$ cat src/rtl/isr_sequencer.sv
// isr_sequencer: interrupt entry/return sequencer driving the single SPR write port
// Ports:
//   i_clk, i_rst_n        clock (rising edge), asynchronous active-low reset
//   i_jisr, i_mca, i_rpt  accepted interrupt, masked cause vector, repeat-instruction flag
//   i_pc, i_next_pc, i_ea interrupted PC, following PC, effective address
//   i_sr_in               current SR value
//   i_rfe, i_abort        return-from-exception request, fatal abort
//   o_spr_we/sel/wdata    SPR write port (0 SR,1 ESR,2 ECA,3 EPC,4 EDPC,5 EDATA,6 MODE)
//   o_pc_load/pc_target   one-cycle fetch redirect
//   o_stall, o_mode, o_halted
module isr_sequencer (
  input  logic        i_clk,
  input  logic        i_rst_n,
  input  logic        i_jisr,
  input  logic [22:0] i_mca,
  input  logic        i_rpt,
  input  logic [31:0] i_pc,
  input  logic [31:0] i_next_pc,
  input  logic [31:0] i_ea,
  input  logic [31:0] i_sr_in,
  input  logic        i_rfe,
  input  logic        i_abort,
  output logic        o_spr_we,
  output logic [2:0]  o_spr_sel,
  output logic [31:0] o_spr_wdata,
  output logic        o_pc_load,
  output logic [31:0] o_pc_target,
  output logic        o_stall,
  output logic [31:0] o_mode,
  output logic        o_halted
);
  localparam logic [31:0] SISR = 32'h0000_0100;
  typedef enum logic [3:0] {
    IDLE, SV_ESR, SV_ECA, SV_EPC, SV_EDPC, SV_EDATA, CLR_SR, SET_MODE, JMP,
    RFE_SR, RFE_MODE, RFE_JMP, HALT
  } state_t;
  state_t      r_state, w_next;
  logic [31:0] r_esr, r_eca, r_epc, r_edpc, r_edata, r_emode, r_mode;
  logic        w_capture;
  // snapshot is taken only when the interrupt path actually starts (abort outranks jisr)
  assign w_capture = (r_state == IDLE) && i_jisr && !i_abort;
  always_ff @(posedge i_clk or negedge i_rst_n)
    if (!i_rst_n) r_state <= IDLE;
    else r_state <= w_next;
  always_comb begin
    w_next = r_state;
    if (i_abort) w_next = HALT;
    else
      case (r_state)
        IDLE:     w_next = i_jisr ? SV_ESR : (i_rfe ? RFE_SR : IDLE);
        SV_ESR:   w_next = SV_ECA;
        SV_ECA:   w_next = SV_EPC;
        SV_EPC:   w_next = SV_EDPC;
        SV_EDPC:  w_next = SV_EDATA;
        SV_EDATA: w_next = CLR_SR;
        CLR_SR:   w_next = SET_MODE;
        SET_MODE: w_next = JMP;
        JMP:      w_next = IDLE;
        RFE_SR:   w_next = RFE_MODE;
        RFE_MODE: w_next = RFE_JMP;
        RFE_JMP:  w_next = IDLE;
        HALT:     w_next = HALT;
        default:  w_next = IDLE;
      endcase
  end
  always_ff @(posedge i_clk or negedge i_rst_n)
    if (!i_rst_n) begin
      r_esr   <= '0;
      r_eca   <= '0;
      r_epc   <= '0;
      r_edpc  <= '0;
      r_edata <= '0;
      r_emode <= '0;
    end else if (w_capture) begin
      r_esr   <= i_sr_in;
      r_eca   <= {9'b0, i_mca};
      r_epc   <= i_rpt ? i_pc : i_next_pc;
      r_edpc  <= i_next_pc;
      r_edata <= i_ea;
      r_emode <= r_mode;
    end
  always_ff @(posedge i_clk or negedge i_rst_n)
    if (!i_rst_n) r_mode <= '0;
    else if (r_state == SET_MODE) r_mode <= '0;
    else if (r_state == RFE_MODE) r_mode <= r_emode;
  always_comb begin
    o_spr_we    = 1'b0;
    o_spr_sel   = 3'd0;
    o_spr_wdata = '0;
    o_pc_load   = 1'b0;
    o_pc_target = '0;
    case (r_state)
      SV_ESR:   begin o_spr_we = 1'b1; o_spr_sel = 3'd1; o_spr_wdata = r_esr;   end
      SV_ECA:   begin o_spr_we = 1'b1; o_spr_sel = 3'd2; o_spr_wdata = r_eca;   end
      SV_EPC:   begin o_spr_we = 1'b1; o_spr_sel = 3'd3; o_spr_wdata = r_epc;   end
      SV_EDPC:  begin o_spr_we = 1'b1; o_spr_sel = 3'd4; o_spr_wdata = r_edpc;  end
      SV_EDATA: begin o_spr_we = 1'b1; o_spr_sel = 3'd5; o_spr_wdata = r_edata; end
      CLR_SR:   begin o_spr_we = 1'b1; o_spr_sel = 3'd0; end
      SET_MODE: begin o_spr_we = 1'b1; o_spr_sel = 3'd6; end
      JMP:      begin o_pc_load = 1'b1; o_pc_target = SISR; end
      RFE_SR:   begin o_spr_we = 1'b1; o_spr_sel = 3'd0; o_spr_wdata = r_esr;   end
      RFE_MODE: begin o_spr_we = 1'b1; o_spr_sel = 3'd6; o_spr_wdata = r_emode; end
      RFE_JMP:  begin o_pc_load = 1'b1; o_pc_target = r_epc; end
      default:  ;
    endcase
  end
  assign o_stall  = r_state != IDLE;
  assign o_halted = r_state == HALT;
  assign o_mode   = r_mode;
endmodule
$ cat config.mk
export PLATFORM = sky130hd
export DESIGN_NAME = isr_sequencer
export DESIGN_NICKNAME = d
export VERILOG_FILES = /design/src/rtl/isr_sequencer.sv
export SDC_FILE = /design/constraint.sdc
export NUM_CORES = 1
export LEC_CHECK = 0
export ABC_AREA = 1
export CAP_MARGIN = 0
export CORE_ASPECT_RATIO = 0.5
export CORE_MARGIN = 4
export CORE_UTILIZATION = 50
export DETAILED_ROUTE_END_ITERATION = 7
export PLACE_DENSITY_LB_ADDON = 0.05
export SYNTH_ARGS = -nofsm -noshare
export SYNTH_HDL_FRONTEND = slang
export SYNTH_SLANG_ARGS = --single-unit
$ cat constraint.sdc
create_clock -name i_clk -period 2.05 [get_ports i_clk]
set_input_delay 0.3075 -clock i_clk [delete_from_list [all_inputs] [get_ports i_clk]]
set_output_delay 0.3075 -clock i_clk [all_outputs]
set_load 0.05 [all_outputs]
==> results of run 1 <==
[path summary, 6_finish.rpt]
path | startpoint | end | slack [ns] | depth (start not counted)
min in group i_clk | i_sr_in[5] | r_esr[5] | 0.35 | 3
worst max-delay path | r_state[3] | o_spr_wdata[16] | -0.33 | 9
max in group asynchronous | i_rst_n | r_esr[20] | 1.15 | 3
worst max register to register | r_state[3] | r_emode[13] | 0.02 | 11
worst min-delay path | i_rst_n | r_eca[8] | 0.22 | 2
worst min register to register | r_eca[22] | r_eca[22] | 0.49 | 2
[metal layers]
layer  vias up  wire length (um)
met2       535             17050
met4         0              1000
met5         -                 0
met1      5199             17390
met3        66              3969
li1       4925                 -
[cells in the final DEF (no fill, tap or decap), types with 2 or more instances in the layout]
master / instances
a211oi_1: 2
buf_12: 98
buf_16: 2
buf_4: 43
buf_6: 25
buf_8: 3
clkbuf_1: 4
clkbuf_16: 22
clkbuf_8: 4
clkdlybuf4s50_1: 169
clkinv_2: 4
dfrtp_1: 215
dfrtp_2: 4
diode_2: 2
dlymetal6s2s_1: 6
inv_1: 214
inv_2: 17
nand2_1: 349
nand2_2: 69
nand2_4: 11
nand3_1: 71
nand3_2: 23
nand3_4: 5
nor2_1: 32
nor2_2: 15
nor2_4: 43
o21ai_0: 200
o21ai_1: 49
o21ai_4: 3
[logic make-up after synthesis]
group	count (synthesis)	share of synthesized area [%]
simple gates	620	23.64
flops	219	51.99
buf+inv	311	12.04
compound gates	257	12.33
[cell type report]
cell class                 instances  area (um^2)
sequential                       219         5485
multi-input combinational        877         4608
timing repair buffer             351         4507
fill                            1422         4193
inverter                         234        893.4
clock buffer                      28        570.5
tap                              273        341.6
clock inverter                     6        43.79
antenna                            2        5.005
[power by group through the flow]
stage / Sequential [W] / Clock (W) / Combinational (W)
floorplan: 0.00515 / 0 / 0.00102
global route: 0.00540 / 0.00383 / 0.00251
detailed placement: 0.00537 / 0 / 0.00197
CTS: 0.00531 / 0.00364 / 0.00214
global placement: 0.00535 / 0 / 0.00193
finish: 0.00537 / 0.00362 / 0.00231
[through the flow]
step / setup slack [ns] / util [%]
2_1_floorplan: 0.01525 / -
3_3_place_gp: 0.07744 / 69.57
3_5_place_dp: 0.05057 / 69.57
4_1_cts: -0.2807 / 75.79
5_1_grt: -0.3906 / 79.68
6_report: -0.3320 / 79.69
[timing repair]
action	4_1_cts	5_1_grt
resized for setup	114	191
endpoints found under the hold margin	208	0
setup buffers	22	18
pin swaps	25	33
hold buffers	1	0
endpoints found under the setup margin	70	76
cloned	4	5
[worst max-delay path: cells and delay by family, from the launching register on]
family | cells | cell delay [ns]
buf+inv | 4 | 0.61
simple gates | 5 | 0.52
flops | 1 | 0.45
[state kept, by name, summed over array words and instances (netlist names)]
signal   cells
o_mode      32
r_epc       32
r_esr       32
r_eca       23
r_emode     32
r_edpc      32
r_edata     32
r_state      4
[synth_stat cells (all sizes together)]
master | instances | area, um^2
nand3 | 99 | 495.5
a21oi | 1 | 5.000
inv | 234 | 878.3
o21ai | 252 | 1265
o21a | 1 | 7.510
nor2 | 90 | 370.4
clkbuf | 24 | 92.59
o211ai | 1 | 7.510
nand4 | 1 | 12.51
nand2 | 430 | 1614
buf | 53 | 297.8
a211oi | 2 | 15.01
dfrtp | 219 | 5480
==> results.rst, run 1 <==
.. list-table::
   :header-rows: 1

   * - Metric
     - Value
   * - Routed length per placed instance
     - 19.80 um
   * - Fmax
     - 0.4198 GHz
   * - GPL Wtd Cong
     - 0.9340
   * - Met2 Use GR
     - 44.36%
   * - Cell count after synthesis
     - 1407
   * - Clock-pin slew on the worst setup and hold paths
     - 0.07 ns
   * - Via count of the routed design
     - 10730
   * - Number of setup violations in the final report
     - 70
   * - Horizontal extent of the die
     - 213.3 um
   * - Critical path cell sequence
     - buf_6 > nor2_4 > buf_6 > buf_12 > nand3_1 > nand2_2 > nor2_1 > nand2_1 > buf_12
   * - Final worst path period need
     - 2.382 ns
   * - Maximum level of the CTS H-tree
     - 1
   * - Total of warnings raised by yosys
     - 0
   * - Max_cap viols
     - 0
   * - Nets in the synthesized netlist
     - 1564
   * - Wire length of the first global-routing pass
     - 57480 um
   * - Outcome
     - finished with violations
   * - Design internal power
     - 0.007823 W
   * - Drt drc
     - 0
   * - Netlist area before placement
     - 10540 um^2
   * - Part of the power in registers
     - 47.5%
   * - Number of instances in the placed design
     - 1906
   * - First-pass DRT Iterations
     - 5
   * - GR met1 Demand/Resource
     - 49.13%
   * - Row cnt
     - 37
   * - Worst Hold Class
     - in -> async
   * - Mean Syn Cell Area
     - 7.492 um^2
   * - Cell with the largest stage delay on the worst path
     - dfrtp_2
   * - Number of routed nets with antenna violations
     - 0
   * - Total Routing Usage GR
     - 31.37%
   * - Share of final-layout standard cells stronger than drive strength 1
     - 23.27%
   * - Post-layout worst setup margin
     - -0.3320 ns
   * - Area Overhead vs Synth
     - 56.09%
   * - WL final
     - 39400 um
   * - Placement Cell Area
     - 14360 um^2
   * - Violations in the final reports
     - negative setup slack
   * - Total power per unit cell area
     - 686.8 nW/um^2
   * - Switching power as a share of total power
     - 30.78%
   * - Final standard cell area without fillers
     - 16450 um^2
   * - Required time of the worst setup path
     - 1.74 ns
   * - Startpoint types
     - flip-flop
   * - Number of clock sinks seen by CTS
     - 219
   * - Max clock buf depth
     - 3
   * - Hold Vio Cnt, Final
     - 0
   * - Clock network power share
     - 32.1%
   * - Number of synthesized register bits
     - 219
   * - Leakage power figure
     - 7.935 nW
   * - Maximum cell stage delay along the critical path
     - 0.45 ns
   * - Die ar.
     - 23610 um^2
   * - Placeable core region
     - 20650 um^2
   * - Final Power
     - 0.01130 W
   * - Setup TNS
     - -16.15 ns
   * - Post-synth cell types
     - 22
   * - Initial cell density of the core
     - 51.05%
   * - Sequential area share after synthesis
     - 51.99%
   * - Global route total overflow
     - 0
   * - Critical Path Sink Type
     - output port
   * - Final worst path period share
     - 116.2%
   * - Number of input and output port buffers inserted
     - 259
   * - Combinational power share
     - 20.4%
   * - Setup repair after global routing missed its margin
     - true
   * - Most heavily used metal layer in global routing
     - met1
   * - GR Util met3
     - 7.012%
   * - Worst clock skew
     - 0.02035 ns
   * - Top-Level Pins
     - 260
   * - WHS
     - 0.2166 ns
   * - TritonCTS buffer count
     - 20
   * - Placed wire-length estimate after detailed placement
     - 27720 um
   * - Largest net degree at the start of global routing
     - 74
   * - Worst-skew pair later-pin latency
     - 0.51 ns
   * - NumNets Final
     - 1860
   * - Post-route non-filler standard cell count
     - 1990
   * - CTS tree
     - built
   * - Crit Path Max Fanout
     - 19
   * - Overall die height
     - 110.7 um
   * - Worst IR drop on VDD
     - 425.3 uV
   * - Root Buffer Master
     - clkbuf_16
   * - Normalized max-slew margin
     - 63.71%
   * - Net Sw Power
     - 0.003479 W
   * - Start-to-end type of the worst setup path
     - reg -> out
   * - Fin. max-slew vios
     - 0
   * - Vias in the first global route
     - 10120
   * - Drt initial violations
     - 1297
   * - Initial antenna violation count
     - 2
   * - Average via count per standard cell
     - 5.389
   * - Arrival time at the worst endpoint
     - 2.07 ns
   * - Worst-Margin Slew
     - 0.5434 ns
No activity file was read; power rests on OpenSTA's default activity.
==> run 2, diff against run 1 <==
Settings changed: SLEW_MARGIN set to 0.
==> results of run 2 <==
Final layout, timing and power as in run 1 (identical DEF).
==> run 3, diff against run 2 <==
Settings changed: CTS_BUF_LIST set to sky130_fd_sc_hd__clkbuf_8 sky130_fd_sc_hd__clkbuf_16, GPL_ROUTABILITY_DRIVEN set to 0, GPL_TIMING_DRIVEN set to 0.
==> results.rst, run 3 (synthesis results as in run 1) <==
.. list-table::
   :header-rows: 1

   * - Metric
     - Value
   * - WHS
     - 0.3493 ns (+0.1326 ns)
   * - Die ar.
     - 23610 um^2 (unchanged)
   * - Area Overhead vs Synth
     - 50.47%
   * - Wire length of the first global-routing pass
     - 61690 um (+7.3%)
   * - Routed length per placed instance
     - 20.99 um (+6.0%)
   * - Worst-skew pair later-pin latency
     - 0.52 ns (about the same)
   * - Required time of the worst setup path
     - 1.74 ns (about the same)
   * - Setup TNS
     - -17.91 ns (-1.757 ns)
   * - Worst IR drop on VDD
     - 492.3 uV (+16%)
   * - TritonCTS buffer count
     - 20 (unchanged)
   * - GR met1 Demand/Resource
     - 48.65% (-0.48 points)
   * - Met2 Use GR
     - 51.03% (+6.7 points)
   * - Pre-CTS setup slack
     - -1.123 ns (-1.173 ns)
   * - Number of clock sinks seen by CTS
     - 219 (unchanged)
   * - First-pass DRT Iterations
     - 6 (+1)
   * - Largest net degree at the start of global routing
     - 114 (+54%)
   * - Clock-pin slew on the worst setup and hold paths
     - 0.07 ns (about the same)
   * - Final worst path period need
     - 2.470 ns (+0.08777 ns)
   * - Post-layout worst setup margin
     - -0.4198 ns (-0.08777 ns)
   * - Maximum level of the CTS H-tree
     - 1 (unchanged)
   * - Via count of the routed design
     - 11390 (+6.2%)
   * - Startpoint types
     - flip-flop
   * - Worst-Margin Slew
     - 0.8548 ns (+0.3114 ns)
   * - Leading cell type in the layout, fill and taps excluded
     - nand2_1
   * - Final worst path period share
     - 120.5% (+4.3 points)
   * - Fmax
     - 0.4049 GHz (-3.6%)
   * - Start-to-end type of the worst setup path
     - reg -> out
   * - Critical Path Sink Type
     - output port
   * - Worst Hold Class
     - in -> reg
   * - Number of input and output port buffers inserted
     - 259 (unchanged)
   * - Initial antenna violation count
     - 0 (-2)
   * - Share of final-layout standard cells stronger than drive strength 1
     - 21.62% (-1.6 points)
   * - WL final
     - 42420 um (+7.7%)
   * - Horizontal extent of the die
     - 213.3 um (unchanged)
   * - Drt drc
     - 0 (unchanged)
   * - CTS tree
     - built
   * - Root Buffer Master
     - clkbuf_16
   * - Row cnt
     - 37 (unchanged)
   * - GR Util met3
     - 10.49% (+3.5 points)
   * - Number of routed nets with antenna violations
     - 0 (unchanged)
   * - Most used cells in the layout excluding fill and tap cells
     - 367 x nand2_1, 229 x inv_1, 216 x dfrtp_1, 212 x o21ai_0, 178 x clkdlybuf4s50_1
   * - Normalized max-slew margin
     - 43.01% (-21 points)
   * - Crit Path Max Fanout
     - 5 (-14)
   * - NumNets Final
     - 1891 (+1.7%)
   * - Vias in the first global route
     - 10920 (+7.9%)
   * - Outcome
     - finished with violations
   * - Overall die height
     - 110.7 um (unchanged)
   * - Drt initial violations
     - 1529 (+18%)
   * - Hold Vio Cnt, Final
     - 0 (unchanged)
   * - Placeable core region
     - 20650 um^2 (unchanged)
   * - Worst clock skew
     - 0.01684 ns (-0.003507 ns)
   * - Max_cap viols
     - 0 (unchanged)
   * - Max clock buf depth
     - 3 (unchanged)
   * - Average via count per standard cell
     - 5.635 (+4.6%)
   * - Most heavily used metal layer in global routing
     - met2
   * - Fin. max-slew vios
     - 0 (unchanged)
   * - Global route total overflow
     - 0 (unchanged)
   * - Antenna diodes
     - 0 (-2)
   * - Total Routing Usage GR
     - 33.79% (+2.4 points)
   * - Placed wire-length estimate after detailed placement
     - 29480 um (+6.4%)
   * - Initial cell density of the core
     - 51.05% (unchanged)
   * - Arrival time at the worst endpoint
     - 2.16 ns (+0.09 ns)
   * - Violations in the final reports
     - negative setup slack
   * - Number of setup violations in the final report
     - 80 (+14%)
   * - Leakage power figure
     - 7.867 nW (-0.86%)
   * - Setup repair after global routing missed its margin
     - true
   * - Top-Level Pins
     - 260 (unchanged)
   * - Total power per unit cell area
     - 739.2 nW/um^2 (+7.6%)
==> run 3: cell types whose count changed in the layout (fill, tap and decap cells not counted), sizes merged <==
cell,previous run,this run
clkbuf,30,49
clkdlybuf4s50,169,178
buf,172,167
inv,234,238
bufinv,0,3
dlymetal6s2s,6,9
clkinv,5,7
diode,2,0
clkinvlp,1,0
dlygate4sd2,1,0
==> run 3: final cells by class <==
| class | instances | area [um^2] |
|---|---|---|
| plain buffers | 77 | 603.1 |
| clock buffers | 22 | 528.0 |
| clock inverters | 14 | 150.1 |
| fillers | 1436 | 4786 |
| inverters | 234 | 893.4 |
| multi-input cells | 877 | 4556 |
| flip-flops and latches | 219 | 5484 |
| well taps | 273 | 341.6 |
| repair buffers | 305 | 3306 |
==> run 3: what timing repair did <==
item | 4_1_cts | 5_1_grt
pin swaps | 37 | 47
gates cloned | 4 | 2
gates resized for setup | 671 | 141
endpoints found under the hold margin | 112 | 0
hold buffers | 1 | 0
buffers inserted | 32 | 7
setup endpoints to repair | 72 | 80
==> run 3: worst paths after layout <==
kind | from | endpoint | slack (ns) | cells past startpoint
max | r_state[1] | o_spr_wdata[17] | -0.42 | 10
min | i_mca[5] | r_eca[5] | 0.35 | 3
max reg2reg | r_state[0] | r_edata[15] | -0.12 | 6
min reg2reg | r_esr[26] | r_esr[26] | 0.49 | 2
max in group asynchronous | i_rst_n | r_epc[30] | 0.56 | 3
min in group asynchronous | i_rst_n | r_eca[8] | 0.47 | 2
==> run 3: report_power, final <==
part / total (W) / switching (W) / internal (W)
logic: 0.00246 / 0.00139 / 0.00107
registers: 0.00530 / 0.000465 / 0.00484
clock network: 0.00396 / 0.00172 / 0.00224
total: 0.0117 / 0.00357 / 0.00815
==> run 3: critical path, stage by stage, from the launching register on <==
cell     delay, ns
dfrtp_2       0.48
inv_4         0.14
nand2_4       0.10
nor2_4        0.21
buf_12        0.15
buf_12        0.13
nand2_1       0.06
nand2_1       0.06
inv_1         0.05
nand2_2       0.11
buf_8         0.16
==> run 3: per-stage QoR <==
step | cells | cell area [um^2] | total power [W] | util (%)
3_3_place_gp | 1939 | 13480 | 0.007023 | 65.28
5_1_grt | 2021 | 15860 | 0.01210 | 76.82
4_1_cts | 2013 | 15240 | 0.01137 | 73.82
2_1_floorplan | 1407 | 10550 | 0.006174 | -
3_5_place_dp | 1940 | 13510 | 0.007091 | 65.44
6_report | 2021 | 15860 | 0.01172 | 76.82
==> run 3: per-layer routing <==
metal  part of all wire, %  vias up
li1                      -     4987
met1                    40     5483
met2                    44      782
met3                    13      136
met4                   3.5        0
met5                     0        -
